## config.mk

```make
export PLATFORM = sky130hd
export DESIGN_NAME = uart_tx_arbiter
export DESIGN_NICKNAME = d
export VERILOG_FILES = /design/src/rtl/uart_tx_arbiter.sv
export SDC_FILE = /design/constraint.sdc
export NUM_CORES = 1
export LEC_CHECK = 0
export CAP_MARGIN = 20
export CORE_ASPECT_RATIO = 1.4
export CORE_UTILIZATION = 38
export DETAILED_ROUTE_END_ITERATION = 10
export PLACE_DENSITY = 0.81
export SLEW_MARGIN = 20
export SYNTH_ARGS = -nofsm -noshare
export SYNTH_HDL_FRONTEND = slang
export SYNTH_SLANG_ARGS = --single-unit
export TNS_END_PERCENT = 100
```

## constraint.sdc

```tcl
create_clock -name clk -period 1.9 [get_ports clk]
set_input_delay 0.285 -clock clk [delete_from_list [all_inputs] [get_ports clk]]
set_output_delay 0.285 -clock clk [all_outputs]
set_load 0.05 [all_outputs]
```

## src/rtl/uart_tx_arbiter.sv

```systemverilog
// uart_tx_arbiter: per-packet round-robin arbiter sharing one UART transmit write port among NREQ requesters.
// Ports: clk, reset (async active-low); req_valid/req_data/req_last/req_ready per-requester byte streams;
// tx_fifo_full in, wr_uart/w_data out toward uart_txmt_top; grant_id/busy report the active grant;
// abort pulses when the idle watchdog revokes a grant.
// Optional: define UART_CHAN_TAG_EN to prefix each packet with a channel tag byte.
module uart_tx_arbiter #(
  parameter int NREQ    = 4,
  parameter int WIDTH   = 8,
  parameter int TIMEOUT = 1024
) (
  input  logic                      clk,
  input  logic                      reset,
  input  logic [NREQ-1:0]           req_valid,
  input  logic [NREQ*WIDTH-1:0]     req_data,
  input  logic [NREQ-1:0]           req_last,
  output logic [NREQ-1:0]           req_ready,
  input  logic                      tx_fifo_full,
  output logic                      wr_uart,
  output logic [WIDTH-1:0]          w_data,
  output logic [$clog2(NREQ)-1:0]   grant_id,
  output logic                      busy,
  output logic                      abort
);
  localparam int GW = $clog2(NREQ);
  localparam int CW = $clog2(TIMEOUT + 1);
`ifdef UART_CHAN_TAG_EN
  typedef enum logic [1:0] {IDLE, XFER, TAG} state_t;
`else
  typedef enum logic [1:0] {IDLE, XFER} state_t;
`endif
  state_t state, state_n;
  logic [GW-1:0] rr_ptr, rr_n, gid_n, pick, hi, nxt;
  logic [CW-1:0] cnt, cnt_n;
  logic busy_n, abort_n, found, hi_found, beat;
  // Round-robin pick: lowest valid index at or above rr_ptr, else lowest valid index overall (wrap).
  always_comb begin
    pick = '0;
    hi = '0;
    found = 1'b0;
    hi_found = 1'b0;
    for (int i = NREQ - 1; i >= 0; i--)
      if (req_valid[i]) begin
        pick = GW'(i);
        found = 1'b1;
        if (GW'(i) >= rr_ptr) begin
          hi = GW'(i);
          hi_found = 1'b1;
        end
      end
    if (hi_found) pick = hi;
  end
  assign nxt = (grant_id == GW'(NREQ - 1)) ? '0 : grant_id + 1'b1;
  always_ff @(posedge clk or negedge reset)
    if (!reset) begin
      state    <= IDLE;
      rr_ptr   <= '0;
      grant_id <= '0;
      busy     <= 1'b0;
      abort    <= 1'b0;
      cnt      <= '0;
    end else begin
      state    <= state_n;
      rr_ptr   <= rr_n;
      grant_id <= gid_n;
      busy     <= busy_n;
      abort    <= abort_n;
      cnt      <= cnt_n;
    end
  always_comb begin
    state_n   = state;
    rr_n      = rr_ptr;
    gid_n     = grant_id;
    busy_n    = busy;
    abort_n   = 1'b0;
    cnt_n     = cnt;
    req_ready = '0;
    wr_uart   = 1'b0;
    w_data    = '0;
    beat      = 1'b0;
    case (state)
      IDLE: begin
        cnt_n = '0;
        if (found) begin
          gid_n  = pick;
          busy_n = 1'b1;
`ifdef UART_CHAN_TAG_EN
          state_n = TAG;
`else
          state_n = XFER;
`endif
        end
      end
`ifdef UART_CHAN_TAG_EN
      TAG:
        if (!tx_fifo_full) begin
          wr_uart = 1'b1;
          w_data  = {1'b1, {(WIDTH-4){1'b0}}, 3'(grant_id)};
          state_n = XFER;
        end
`endif
      XFER: begin
        req_ready[grant_id] = ~tx_fifo_full;
        beat = req_valid[grant_id] & ~tx_fifo_full;
        if (beat) begin
          wr_uart = 1'b1;
          w_data  = req_data[grant_id*WIDTH +: WIDTH];
          cnt_n   = '0;
          if (req_last[grant_id]) begin
            rr_n    = nxt;
            busy_n  = 1'b0;
            state_n = IDLE;
          end
        end else if (!tx_fifo_full) begin
          // Watchdog: only requester-idle cycles count; a full FIFO is not the requester's fault.
          if (cnt == CW'(TIMEOUT - 1)) begin
            abort_n = 1'b1;
            rr_n    = nxt;
            busy_n  = 1'b0;
            state_n = IDLE;
            cnt_n   = '0;
          end else cnt_n = cnt + 1'b1;
        end
      end
      default: state_n = IDLE;
    endcase
  end
endmodule

```

==> results.tsv <==
metric	value	unit
status	finished with violations	
violations	negative setup slack	
crit_required	1.62	ns
worstPathMaxFanout	12	
overflow	0	
drive_above_1_share	38.0	%
ys_ff_latch	17	
cp_common_cell	buf_12	
hold_viol	0	
grt_max_degree	20	
synth-edff-count	0	
synth_area	1340	um^2
cts.sinks	17	
slew_headroom	67.4	%
dpl_cell_area	2220	um^2
initial_core_util	39.6	%
synthFlopType	dfrtp_1	
synthToLayoutAreaGrowth	80.1	%
grt_pass1_vias	1409	
drtPass1Iterations	4	
drt_iter0_drc	31	
setup_violations	11	
numPortBuffers	59	
ys_seq_area_share	31.8	%
place_inst	238	
grt_pass1_wl	6220	um
synth.avg_cell_area	10.0	um^2
ir_worst_vdd	0.944	mV
yosysWarnings	0	
ant_nets	0	
finClkSkew	0.00646	ns
cp_slowest_cell	mux4_2	
clk_pin_slew	0.07	ns
finalMaxSlewViolations	0	
worstMarginPinSlew	0.477	ns
htree_levels	1	
post-route-period-util	107	%
antenna_found_initial	0	
synthArstFlopShare	100	%
die_x	52.1	um
place.gp.congestion	0.876	
synth.net_count	181	
hold_class	in2async	
dp_slack	-0.208	ns
ys_types	40	
fin_cells	248	
clk_latency	0.25	ns
cp_cell_sequence	buf_12 > mux4_2 > and3_4 > buf_12	
core_area	3380	um^2
critPathCaptureType	output port	
setup_tns	-1.06	ns
root_buffer	clkbuf_8	
clockBufferDepth	2	
hpwlAfterDp	3080	um
leakage	1.02	nW
fin_crit	2.04	ns
die_area	3760	um^2
critical_path_depth	4	
max_stage_delay	0.54	ns
r2r_cells	5	
criticalPathCategory	reg2out	
cts_made_buffers	3	
grtUsageTotal	21.9	%
cts_tree	built	
drt_wl_total	4120	um
cp.arrival	1.75	ns
fin_ws	-0.139	ns
wire_per_inst	16.6	um
cap_violations	0	
vias_per_cell	5.59	
hold_buffers	0	
ioPinCount	60	
rsz0062_at_grt	yes	
drc_errors	0	
start_kind	flop	
cp_top_family	multiplexers	
vias	1387	
nFillCells	215	
diodes	0	
synthCells	133	
power-per-cell-area	1220	nW/um^2
num_rows	25	
chipHeight	72.2	um
final_area	2410	um^2
worstPathBufferInverterCount	2	
nets	257	
fmax	0.491	GHz
-- per-layer routing --
metal | vias to the layer above | global-route usage [%] | part of all wire [%] | wire length (um)
li1 | 652 | - | - | -
met1 | 664 | 22.7 | 38 | 1550
met2 | 66 | 41.7 | 53 | 2180
met3 | 5 | 4.82 | 8.7 | 360
met4 | 0 | 6.91 | 0.63 | 26
met5 | - | 0 | 0 | 0
-- per-stage QoR --
| stage | power [mW] | utilization [%] | hold WS (ns) |
|---|---|---|---|
| final | 2.94 | 71.3 | 0.345 |
| after global routing | 3.10 | 71.3 | 0.368 |
| after CTS | 2.85 | 70.0 | 0.354 |
| after detailed placement | 2.39 | 65.7 | 0.457 |
| after global placement | 2.34 | 65.7 | 0.444 |
| after floorplan | 1.62 | - | -0.0106 |
-- registers in the layout, summed over array words and instances, names as in the netlist --
name / cells
grant_id: 2
rr_ptr: 2
abort: 1
busy: 1
cnt: 11
-- what timing repair did --
| item | CTS | global route |
|---|---|---|
| endpoints found under the setup margin | 9 | 24 |
| cloned | 1 | 0 |
| gates resized for setup | 16 | 12 |
| setup buffers | 5 | 0 |
| pin swaps | 2 | 3 |
-- cells by family after synthesis --
family	share of synthesized area [%]
AND/OR/NAND/NOR	22.3
XOR/XNOR	2.62
buffers and inverters	3.56
multiplexers	21.8
flip-flops	31.8
AO/OA/AOI/OAI	13.2
adder cells (fa/ha/maj)	4.68
-- power by group --
| part | total (mW) | internal (mW) | leakage [nW] | switching (mW) |
|---|---|---|---|---|
| logic | 2.09 | 1.10 | 0.774 | 0.985 |
| clock network | 0.267 | 0.145 | 0.0255 | 0.121 |
| registers | 0.588 | 0.458 | 0.221 | 0.131 |
-- cells in the mapped netlist (4+ instances only) --
cell	n	area, um^2
nand3_1	5	25.0
nand2_1	8	30.0
dfrtp_1	17	425
ha_1	5	62.6
a21oi_1	7	35.0
and2_1	4	25.0
mux4_2	10	225
and3_1	10	62.6
nor2_1	13	48.8
xnor2_1	4	35.0
clkbuf_1	5	18.8
-- path summary, 6_finish.rpt --
path | start | end | slack, ns
worst max-delay path | grant_id[0] | w_data[7] | -0.14
worst min-delay path | reset | cnt[7] | 0.35
worst max register to register | grant_id[0] | rr_ptr[0] | -0.07
worst min register to register | cnt[10] | abort | 0.47
max in group asynchronous | reset | grant_id[0] | 1.34
min in group clk | cnt[10] | abort | 0.47
-- layout make-up --
class                      count  area (um^2)  share of cell area [%]
timing repair buffer          79          907                    37.7
clock buffer                   3         41.3                    1.72
sequential                    17          432                    17.9
tap                           40         50.0                    2.08
clock inverter                 1         5.00                   0.208
multi-input combinational    104          955                    39.7
inverter                       4         17.5                   0.728
-- placed cells by master, fill, tap and decap left out, types with 2 or more instances in the layout --
cell             instances
clkdlybuf4s50_1         43
buf_4                   16
buf_12                  15
dfrtp_1                 14
nor2_1                  13
mux4_2                  10
and3_4                   8
nand2_1                  7
a21oi_1                  6
nand3_1                  5
ha_1                     5
buf_6                    5
xnor2_1                  4
and2_4                   3
nand2b_1                 3
nor4_1                   3
mux2_2                   3
clkbuf_8                 3
inv_1                    2
and3_1                   2
a22oi_1                  2
mux2_4                   2
o21ai_0                  2
o21ai_1                  2
a31oi_1                  2
a211oi_1                 2
dfrtp_2                  2
-- worst reg2reg max path, stage by stage (launching register included) --
cell	delay, ns
dfrtp_4	0.44
mux4_2	0.57
buf_6	0.15
nand4b_4	0.17
a21oi_4	0.21
mux2_4	0.32
Note: power is estimated with default switching activity, not from simulation.
